### config.mk
export PLATFORM = sky130hd
export DESIGN_NAME = stream_upsize_out_slice
export DESIGN_NICKNAME = d
export VERILOG_FILES = /design/src/rtl/stream_upsize_out_slice.sv
export SDC_FILE = /design/constraint.sdc
export NUM_CORES = 1
export LEC_CHECK = 0
export CAP_MARGIN = 20
export CELL_PAD_IN_SITES_DETAIL_PLACEMENT = 1
export CELL_PAD_IN_SITES_GLOBAL_PLACEMENT = 2
export CORE_AREA = 2 2 55 57
export DETAILED_ROUTE_END_ITERATION = 12
export DIE_AREA = 0 0 57 59
export GPL_ROUTABILITY_DRIVEN = 1
export GPL_TIMING_DRIVEN = 0
export PLACE_DENSITY_LB_ADDON = 0.08
export REMOVE_ABC_BUFFERS = 1
export SYNTH_ARGS = -nofsm -noshare
export SYNTH_HDL_FRONTEND = slang
export SYNTH_SLANG_ARGS = --single-unit
### constraint.sdc
create_clock -name clk_i -period 1.14 [get_ports clk_i]
set_input_delay 0.114 -clock clk_i [delete_from_list [all_inputs] [get_ports clk_i]]
set_output_delay 0.114 -clock clk_i [all_outputs]
set_load 0.05 [all_outputs]
### src/rtl/stream_upsize_out_slice.sv
// Registered output slice for the upsize path.
// Holds up to two wide beats (main + skid) so that s_ready_o is a flop and
// the sink's m_ready_i never reaches the upsizer combinationally.
//
// state | meaning
// ------+-----------------------------------------------------------
// EMPTY | no beat held; m_valid_o=0, s_ready_o=1 (0 right after reset)
// ONE   | main holds a beat; m_valid_o=1, s_ready_o=1
// FULL  | main and skid both hold beats; m_valid_o=1, s_ready_o=0
module stream_upsize_out_slice #(
  parameter int T_DATA_WIDTH = 1,
  parameter int T_DATA_RATIO = 2
) (
  input  logic                    clk_i,
  input  logic                    rst_i,
  input  logic [T_DATA_WIDTH-1:0] s_data_i [T_DATA_RATIO-1:0],
  input  logic [T_DATA_RATIO-1:0] s_keep_i,
  input  logic                    s_last_i,
  input  logic                    s_valid_i,
  output logic                    s_ready_o,
  output logic [T_DATA_WIDTH-1:0] m_data_o [T_DATA_RATIO-1:0],
  output logic [T_DATA_RATIO-1:0] m_keep_o,
  output logic                    m_last_o,
  output logic                    m_valid_o,
  input  logic                    m_ready_i,
  output logic                    err_keep_o
);

  localparam logic [1:0] ST_EMPTY = 2'd0;
  localparam logic [1:0] ST_ONE   = 2'd1;
  localparam logic [1:0] ST_FULL  = 2'd2;

  logic [1:0]              state_q;
  logic [1:0]              state_nxt;
  logic                    s_ready_q;
  logic                    m_valid_q;
  logic                    err_keep_q;

  logic [T_DATA_WIDTH-1:0] main_data_q [T_DATA_RATIO-1:0];
  logic [T_DATA_RATIO-1:0] main_keep_q;
  logic                    main_last_q;

  logic [T_DATA_WIDTH-1:0] skid_data_q [T_DATA_RATIO-1:0];
  logic [T_DATA_RATIO-1:0] skid_keep_q;
  logic                    skid_last_q;

  logic                    acc;
  logic                    pop;
  logic                    load_main_in;
  logic                    load_main_skid;
  logic                    load_skid;

  assign acc = s_valid_i & s_ready_q;
  assign pop = m_valid_q & m_ready_i;

  // Next state and which register gets loaded from where.
  always_comb begin
    state_nxt      = state_q;
    load_main_in   = 1'b0;
    load_main_skid = 1'b0;
    load_skid      = 1'b0;
    case (state_q)
      ST_EMPTY: begin
        if (acc) begin
          state_nxt    = ST_ONE;
          load_main_in = 1'b1;
        end
      end
      ST_ONE: begin
        if (acc && pop) begin
          load_main_in = 1'b1;
        end else if (acc) begin
          state_nxt = ST_FULL;
          load_skid = 1'b1;
        end else if (pop) begin
          state_nxt = ST_EMPTY;
        end
      end
      ST_FULL: begin
        if (pop) begin
          state_nxt      = ST_ONE;
          load_main_skid = 1'b1;
        end
      end
      default: begin
        state_nxt = ST_EMPTY;
      end
    endcase
  end

  // State plus the two handshake flops, derived from the next state so they
  // are pure register outputs.
  always_ff @(posedge clk_i) begin
    if (rst_i) begin
      state_q   <= ST_EMPTY;
      m_valid_q <= 1'b0;
      s_ready_q <= 1'b0;
    end else begin
      state_q   <= state_nxt;
      m_valid_q <= (state_nxt != ST_EMPTY);
      s_ready_q <= (state_nxt != ST_FULL);
    end
  end

  // Main register: drives m_*; refilled from the input or from the skid.
  always_ff @(posedge clk_i) begin
    if (rst_i) begin
      for (int i = 0; i < T_DATA_RATIO; i++) begin
        main_data_q[i] <= '0;
      end
      main_keep_q <= '0;
      main_last_q <= 1'b0;
    end else if (load_main_in) begin
      main_data_q <= s_data_i;
      main_keep_q <= s_keep_i;
      main_last_q <= s_last_i;
    end else if (load_main_skid) begin
      main_data_q <= skid_data_q;
      main_keep_q <= skid_keep_q;
      main_last_q <= skid_last_q;
    end
  end

  // Skid register: catches the beat accepted while the sink stalls.
  always_ff @(posedge clk_i) begin
    if (rst_i) begin
      for (int i = 0; i < T_DATA_RATIO; i++) begin
        skid_data_q[i] <= '0;
      end
      skid_keep_q <= '0;
      skid_last_q <= 1'b0;
    end else if (load_skid) begin
      skid_data_q <= s_data_i;
      skid_keep_q <= s_keep_i;
      skid_last_q <= s_last_i;
    end
  end

  // Sticky flag for an accepted beat with no valid lanes; the beat still passes.
  always_ff @(posedge clk_i) begin
    if (rst_i) begin
      err_keep_q <= 1'b0;
    end else if (acc && (s_keep_i == '0)) begin
      err_keep_q <= 1'b1;
    end
  end

  assign s_ready_o  = s_ready_q;
  assign m_valid_o  = m_valid_q;
  assign m_data_o   = main_data_q;
  assign m_keep_o   = main_keep_q;
  assign m_last_o   = main_last_q;
  assign err_keep_o = err_keep_q;

endmodule
==> results of run 1 <==
-- report_power, final --
part           internal (mW)  total (mW)  switching, mW
clock                  0.130       0.312          0.181
combinational          0.120       0.308          0.188
sequential             0.555       0.584         0.0283
total                  0.805        1.20          0.398
-- cell usage after synthesis --
| cell type | count |
|---|---|
| dfxtp_1 | 15 |
| a21oi_1 | 8 |
| nand3_1 | 6 |
| o21ai_0 | 6 |
| a211oi_1 | 5 |
| mux2i_1 | 5 |
| nor3_1 | 5 |
| and3b_1 | 2 |
| nand2_1 | 2 |
| nor2_1 | 2 |
| a21bo_2 | 1 |
| a21boi_0 | 1 |
| a21boi_1 | 1 |
| a31oi_1 | 1 |
| and3_1 | 1 |
| buf_2 | 1 |
| buf_6 | 1 |
| clkbuf_1 | 1 |
| mux2_4 | 1 |
| nand3b_1 | 1 |
| nand4b_2 | 1 |
-- final cells by class --
| cell class | instances | area (um2) |
|---|---|---|
| clock inverter | 1 | 5.00 |
| clock buffer | 3 | 22.5 |
| fill | 326 | 1780 |
| timing repair buffer | 20 | 161 |
| sequential | 15 | 313 |
| multi-input combinational | 49 | 393 |
| tap | 31 | 38.8 |
-- registers in the layout, indices dropped and copies added (netlist names) --
| name | cells |
|---|---|
| skid_data_q | 2 |
| state_q | 2 |
| m_data_o | 2 |
| s_ready_o | 1 |
| skid_last_q | 1 |
| skid_keep_q | 2 |
| m_last_o | 1 |
| err_keep_o | 1 |
| m_keep_o | 2 |
| m_valid_o | 1 |
-- repair_timing --
| item | CTS | global route |
|---|---|---|
| endpoints found under the setup margin | 22 | 21 |
| pin swaps | 2 | 3 |
| resized for setup | 40 | 27 |
| setup buffers | 3 | 1 |
-- worst max-delay path: cells and delay by family, from the launching register on --
family	cells	cell delay, ns
DFF	1	0.39
muxes	1	0.27
and+or+nand+nor	2	0.40
-- worst paths after layout --
path / start / end / slack [ns] / cells after the start
worst max-delay path: state_q[1] / state_q[1] / -0.01 / 3
worst min-delay path: m_ready_i / s_ready_o / 0.40 / 3
worst max register to register: state_q[1] / state_q[1] / -0.01 / 3
worst min register to register: skid_data_q[1] / skid_data_q[1] / 0.47 / 2
-- routing by layer --
layer / vias to the layer above / wire length [um] / part of all wire / global-route usage
met4: 0 / 19 / 0.010 / 0.0565
met3: 2 / 77 / 0.042 / 0.0240
met5: - / 0 / 0 / 0
met2: 11 / 830 / 0.46 / 0.197
met1: 283 / 890 / 0.49 / 0.148
li1: 293 / - / - / -
-- cells by family (layout without fill, tap and decap cells) --
logic type / count (synthesis) / after routing / synth area share
AOI/OAI and AO/OA: 23 / 23 / 0.217
buffers and inverters: 3 / 24 / 0.0312
DFF: 15 / 15 / 0.469
muxes: 6 / 6 / 0.102
and+or+nand+nor: 20 / 20 / 0.182
-- cell usage in the layout (no fill, tap or decap), types with 2 or more instances in the layout --
cell,instances
clkdlybuf4s50_1,7
o21ai_0,2
a21oi_1,7
buf_4,3
nor3_2,4
mux2i_1,5
nor2_1,2
nand3_1,6
o21ai_1,3
a211oi_1,2
dfxtp_4,3
buf_2,8
clkbuf_4,3
dfxtp_1,11
a211oi_2,3
-- stage by stage --
stage	setup WS [ns]	cell area, um2	instances	setup TNS [ns]
floorplan	-0.316	621	64	-3.51
global placement	-0.617	820	111	-8.16
detailed placement	-0.610	820	111	-8.12
CTS	-0.0184	902	118	-0.0184
global route	-0.0524	933	119	-0.0754
finish	-0.0136	933	119	-0.0136
==> impl_results.md, run 1 <==
* Post-DP HPWL at 1.15 mm
* Max frequency at 867 MHz
* Max Root-Sink Buffers at 2
* Crit path cell chain: and3b_2 > mux2_4 > and3b_1
* Antenna cells at 0
* Hold_ws at 0.404 ns
* Top-area cell type share of the netlist area at 0.469
* Final core utilization at 0.344
* DRT iter0 DRCs at 11
* Area of the core at 0.00271 mm2
* Register bit total from synthesis at 15
* VDD IR-drop max at 545 uV
* Critical Path Max Stage Delay at 0.39 ns
* Largest area contributor in the netlist: dfxtp_1
* TritonCTS Buffers at 3
* Die ar. at about 0.0034 mm2
* Crit-path slowest cell: dfxtp_4
* PnR worst setup slack at -0.0136 ns
* Min-Delay Path Class: input port to flip-flop
* WL per Instance at 15.3 um
* Hold Fails Final Rpt at 0
* WP data arrival at 1.33 ns
* Fin. max-slew vios at 0
* Die W at 57 um
* Syn avg cell area at 9.56 um2
* CTS tree: built
* Routed Antenna Nets at 0
* PortBufs at 16
* Fin crit share at 1.01
* RSZ-0062 raised after global routing: true
* Mapped Area at 641 um2
* WP data required at 1.32 ns
* Failing checks: negative setup slack
* Largest net degree at the start of global routing at 15
* Total power at 1.20 mW
* Cell area power density at 1290 mW/mm2
* CP Launch Type: flip-flop
* Vias/cell at just under 5
* WL final at 1.82 mm
* Clock Tree Root: clkbuf_4
* First-pass GRT wire length at 3.02 mm
* H-tree depth at 1
* DR DRC count at 0
* Vias at between 500 and 600
* Final Wtd Congestion at around 0.65
* Share of post-route cells with drive strength above 1 at 0.398
* Initial antenna violation count at 0
* Synth warnings at 0
* # clock sinks at 15
* Sequential share of the synthesized area at 0.469
* Worst setup path category: flip-flop to flip-flop
* Area Growth Syn to Fin at 45.7%
* Crit. End Element: flip-flop
* Synth top area cells: dfxtp_1 (47%), mux2i_1 (7.8%), a21oi_1 (6.3%)
* Initial Util at 0.236
* Synth unique cells at 21
* Slew margin rel. at 0.593
* Vert. Die Dim at ~59 um
* Max Cap Viol at 0
* Worst-Skew Late Latency at 0.29 ns
* Gr ovfl total at 0
* Worst-path clk slew at approximately 0.09 ns
* Post-Syn Instances at between 60 and 70
* Post-route minimum period at 1.15 ns
* CTS Hold Buffers Added at 0
* Nets at 98
* Final setup vio count at 1
* DRT Pass-1 Iters at 4
* Number of I/O pins at 17
* Worst slew pin tran at 0.609 ns
* GRT Total Usage at 0.119
* Leak at 0.392 nW
* Worst Clk Skew at 0.0101 ns
* Site Rows at 19
* Vias in the first global route at 646
* Status: finished with violations
* Worst-path fanout max at 7
No activity file was read; power rests on OpenSTA's default activity.
==> run 2, diff against run 1 <==
Settings changed: GPL_TIMING_DRIVEN 0 to unset, TNS_END_PERCENT set to 20.
==> impl_results.md, run 2 (synthesized netlist as in run 1, its figures left out) <==
* Commonest non-fill, non-tap cells in the layout: dfxtp_1 (12), buf_4 (10), buf_12 (9)
* TritonCTS Buffers at 3 (unchanged)
* Leak at 0.458 nW (+17%)
* Post-route minimum period at 1.13 ns (-0.0189 ns)
* Nets at 106 (+8.2%)
* Top cell by count, worst path: and3b_1
* Max Cap Viol at 0 (unchanged)
* Vias in the first global route at 638 (-1.2%)
* Final Instance Area at 0.00106 mm2 (+14%)
* Total power at 1.31 mW (+9.0%)
* Fin cells at 127 (+6.7%)
* Vias/cell at 4.86 (-1.8%)
* Antenna cells at 0 (unchanged)
* Placed Cells at 122 (+9.9%)
* Site Rows at 19 (unchanged)
* VDD IR-drop max at 496 uV (-8.9%)
* CTS tree: built
* Status: finished, final reports clean
* Share of post-route cells with drive strength above 1 at 0.323 (-0.0748)
* Worst-path clk slew at 0.10 ns (about the same)
* H-tree depth at 1 (unchanged)
* Crit path cell chain: and3b_1 > mux2_4 > and3b_1
* Worst Clk Skew at 0.00526 ns (-0.00480 ns)
* DR DRC count at 0 (unchanged)
* Worst-Skew Late Latency at 0.29 ns (about the same)
* # clock sinks at 15 (unchanged)
* WL final at 1.92 mm (+5.6%)
* CP delay by family, top: flip-flops
* Largest net degree at the start of global routing at 12 (-3)
* Max frequency at 881 MHz (+1.7%)
* Min-Delay Path Class: input port to flip-flop
* GRT Total Usage at 0.122 (+0.00311)
* Area of the core at 0.00271 mm2 (unchanged)
* Clock Tree Root: clkbuf_4
* RSZ-0062 raised after global routing: true
* Final setup vio count at 0 (-1)
* Final Wtd Congestion at 0.702 (+7.3%)
* WP data arrival at 1.33 ns (about the same)
* Worst slew pin tran at 0.280 ns (-0.328 ns)
* Fin crit share at 0.995 (-0.0166)
* Pre-CTS setup slack at -0.308 ns (+0.303 ns)
* Hold_ws at 0.307 ns (-0.0975 ns)
* Worst setup path category: flip-flop to flip-flop
* Cell area power density at 1240 mW/mm2 (-4.0%)
* WL per Instance at 15.1 um (-1.0%)
* PortBufs at 16 (unchanged)
* Die W at 57 um (unchanged)
* Hold Fails Final Rpt at 0 (unchanged)
* Slew margin rel. at 0.813 (+0.220)
* Commonest non-fill, non-tap cell in the layout: dfxtp_1
* Gr ovfl total at 0 (unchanged)
* Crit. End Element: flip-flop
* Crit path buf inv count at 0 (unchanged)
* Vert. Die Dim at 59 um (unchanged)
* CP Launch Type: flip-flop
* Vias at 617 (+4.8%)
* TNS Setup at 0 ns (+0.0136 ns)
* Number of I/O pins at 17 (unchanged)
* CTS Hold Buffers Added at 0 (unchanged)
* Filler Cell Count at 319 (-2.1%)
* Max Root-Sink Buffers at 2 (unchanged)
* DRT iter0 DRCs at 1 (-10)
* Worst-path fanout max at 4 (-3)
* PnR worst setup slack at 0.00532 ns (+0.0189 ns)
* Die ar. at 0.00336 mm2 (unchanged)
* DP Area at 995 um2 (+21%)
* WP data required at 1.33 ns (about the same)
* DRT Pass-1 Iters at 2 (-2)
* Final core utilization at 0.391 (+0.0466)
* Fin. max-slew vios at 0 (unchanged)
* First-pass GRT wire length at 3.06 mm (+1.4%)
* Initial antenna violation count at 0 (unchanged)
* Crit-path slowest cell: dfxtp_2
* Post-DP HPWL at 1.38 mm (+20%)
* Area Growth Syn to Fin at 65.4%
* Routed Antenna Nets at 0 (unchanged)
* Initial Util at 0.236 (unchanged)
* Critical Path Max Stage Delay at 0.39 ns (about the same)
run 2: cell count changes in the layout (fill, tap and decap cells not counted), sizes merged:
cell	delta
dlygate4sd2	-1
buf	+8
dlymetal6s2s	+1
run 2: layout make-up:
| type | instances | area [um2] | share of cell area |
|---|---|---|---|
| sequential | 15 | 304 | 0.287 |
| timing repair buffer | 28 | 343 | 0.323 |
| multi-input combinational | 49 | 347 | 0.327 |
| clock inverter | 1 | 5.00 | 0.00472 |
| clock buffer | 3 | 22.5 | 0.0213 |
| tap | 31 | 38.8 | 0.0366 |
run 2: where the power goes:
part	switching [mW]	leakage, nW	internal (mW)	total (mW)
registers	0.0341	0.124	0.557	0.592
logic	0.188	0.317	0.202	0.391
clock network	0.199	0.0177	0.130	0.329
run 2: what timing repair did:
action / in CTS / in global routing
setup buffers: 0 / 0
setup endpoints to repair: 8 / 12
cloned: 0 / 1
gates resized for setup: 4 / 9
run 2: layer usage:
layer	global-route usage	up-vias	routed length, um
met1	0.162	295	898
met3	0.0328	2	79
li1	-	309	-
met5	0	-	0
met4	0.0664	0	22
met2	0.179	11	918
run 2: path summary, 6_finish.rpt:
path / startpoint / to / slack (ns) / depth (start not counted)
worst max-delay path: state_q[1] / state_q[1] / 0.005 / 3
worst min-delay path: m_ready_i / s_ready_o / 0.31 / 3
worst max register to register: state_q[1] / state_q[1] / 0.005 / 3
worst min register to register: skid_last_q / skid_last_q / 0.48 / 2
run 2: worst register-to-register path, delay by kind of cell, from the launching register on:
kind | cells | cell delay (ns)
flops | 1 | 0.39
mux | 1 | 0.26
simple gates | 2 | 0.38
==> run 3, diff against run 2 <==
Clock period 1.14 ns to 1 ns, I/O delays scaled along.
==> impl_results.md, run 3 (synthesized netlist as in run 1, its figures left out) <==
* WP data arrival at 1.32 ns (about the same)
* Vias in the first global route at 638 (unchanged)
* Worst-path clk slew at 0.09 ns (about the same)
* RSZ-0062 raised after global routing: true
* DRT iter0 DRCs at 10 (+9)
* Hold Fails Final Rpt at 0 (unchanged)
* Slew margin rel. at 0.801 (-0.0114)
* TritonCTS Buffers at 3 (unchanged)
* Worst setup startpoint: state_q[1]
* Clock Tree Root: clkbuf_4
* First-pass GRT wire length at 3.18 mm (+4.1%)
* Commonest non-fill, non-tap cell in the layout: dfxtp_1
* Max Root-Sink Buffers at 2 (unchanged)
* Critical Path Sink: state_q[1]
* Fin cells at 129 (+1.6%)
* Share of post-route cells with drive strength above 1 at 0.398 (+0.0750)
* Nets at 108 (+1.9%)
* Antenna cells at 0 (unchanged)
* R2r startpoint: state_q[1]
* VDD IR-drop max at 819 uV (+65%)
* Worst slew pin tran at 0.297 ns (+0.0171 ns)
* FF-to-FF path depth at 3 (unchanged)
* Area of the core at 0.00271 mm2 (unchanged)
* PortBufs at 16 (unchanged)
* Initial Util at 0.236 (unchanged)
* Status: finished with violations
* Worst-path fanout max at 4 (unchanged)
* Die ar. at 0.00336 mm2 (unchanged)
* Initial antenna violation count at 0 (unchanged)
* Number of I/O pins at 17 (unchanged)
* Fin. max-slew vios at 0 (unchanged)
* Area Growth Syn to Fin at 74.2%
* Final setup vio count at 15 (+15)
* DRT Pass-1 Iters at 4 (+2)
* Routed Antenna Nets at 0 (unchanged)
* Worst Clk Skew at 0.00518 ns (-0.0000806 ns)
* Cell area power density at 1360 mW/mm2 (+9.6%)
* H-tree depth at 1 (unchanged)
* Site Rows at 19 (unchanged)
* GRT Total Usage at 0.125 (+0.00316)
* Final core utilization at 0.412 (+0.0208)
* Largest net degree at the start of global routing at 12 (unchanged)
* Worst-Skew Late Latency at 0.29 ns (about the same)
* Leak at 0.473 nW (+3.3%)
* Gr ovfl total at 0 (unchanged)
* DR DRC count at 0 (unchanged)
* PnR worst setup slack at -0.131 ns (-0.137 ns)
* Worst setup path category: flip-flop to flip-flop
* Vias at 633 (+2.6%)
* WL per Instance at 15.0 um (-0.47%)
* Post-DP HPWL at 1.36 mm (-1.5%)
* Crit. End Element: flip-flop
* Post-route minimum period at 1.13 ns (-0.00329 ns)
* Placed Cells at 123 (+0.82%)
* WP data required at 1.19 ns (-0.14 ns)
* Min-Delay Path Class: input port to flip-flop
* CP Launch Type: flip-flop
* CTS Hold Buffers Added at 0 (unchanged)
* Commonest non-fill, non-tap cells in the layout: dfxtp_1 (11), buf_12 (9), buf_4 (9)
* Max Cap Viol at 0 (unchanged)
* Max frequency at 884 MHz (+0.29%)
* Failing checks: negative setup slack
* Critical R2R Capture: state_q[1]
* Die W at 57 um (unchanged)
* CTS tree: built
* Vert. Die Dim at 59 um (unchanged)
* Final Wtd Congestion at 0.734 (+4.6%)
* Vias/cell at 4.91 (+1.0%)
* Fin crit share at 1.13 (+0.136)
* # clock sinks at 15 (unchanged)
* Reg2reg setup slack at -0.13 ns (-0.14 ns)
* WL final at 1.94 mm (+1.1%)
## run 3: cell types whose count changed in the layout (fill, tap and decap cells not counted), sizes merged
cell | before | now
clkinv | 1 | 0
buf | 20 | 21
clkbuf | 3 | 5
## run 3: critical path: stages (launching register included)
cell     delay [ns]
dfxtp_4        0.38
and3b_2        0.23
mux2_4         0.27
and3b_1        0.16
## run 3: cell type report
| class | count | area [um2] |
|---|---|---|
| Fill cell | 317 | 1590 |
| Timing Repair Buffer | 30 | 372 |
| Multi-Input combinational cell | 49 | 369 |
| Sequential cell | 15 | 310 |
| Tap cell | 31 | 38.8 |
| Clock buffer | 4 | 26.3 |
## run 3: stage by stage
step / TNS [ns] / hold WS [ns] / setup slack, ns / total power [mW] / area (um2)
floorplan: -5.47 / 0.169 / -0.456 / 0.850 / 621
detailed placement: -5.05 / 0.474 / -0.457 / 1.11 / 1000
global route: -1.97 / 0.408 / -0.176 / 1.60 / 1120
CTS: -1.10 / 0.404 / -0.131 / 1.50 / 1060
finish: -0.926 / 0.360 / -0.131 / 1.51 / 1120
global placement: -4.61 / 0.462 / -0.403 / 1.11 / 1000
## run 3: timing repair
| action | in CTS | in global routing |
|---|---|---|
| endpoints found under the setup margin | 16 | 16 |
| gates resized for setup | 16 | 12 |
| setup buffers | 0 | 1 |
| hold endpoints to repair | 0 | 0 |
| pin swaps | 1 | 2 |
| gates cloned | 0 | 1 |
## run 3: worst min-delay path by stage
stage	end	slack [ns]	startpoint	cells past startpoint
2_1_floorplan	s_ready_o	0.17	rst_i	1
3_3_place_gp	skid_last_q	0.46	skid_last_q	2
3_5_place_dp	skid_keep_q[0]	0.47	skid_keep_q[0]	2
4_1_cts	skid_data_q[0]	0.40	s_data_i[0]	3
5_1_grt	state_q[1]	0.41	m_ready_i	3
6_report	state_q[1]	0.36	m_ready_i	3
## run 3: power by group
part           total, mW  internal, mW  switching [mW]
Combinational      0.481         0.253           0.228
Clock              0.358         0.155           0.204
Sequential         0.674         0.634          0.0405
Total               1.51          1.04           0.473
## run 3: per-layer routing
| layer | global-route usage | vias up | wire length, um |
|---|---|---|---|
| met2 | 0.205 | 15 | 961 |
| li1 | - | 315 | - |
| met3 | 0.0459 | 2 | 99 |
| met5 | 0 | - | 0 |
| met1 | 0.157 | 301 | 866 |
| met4 | 0.0299 | 0 | 13 |
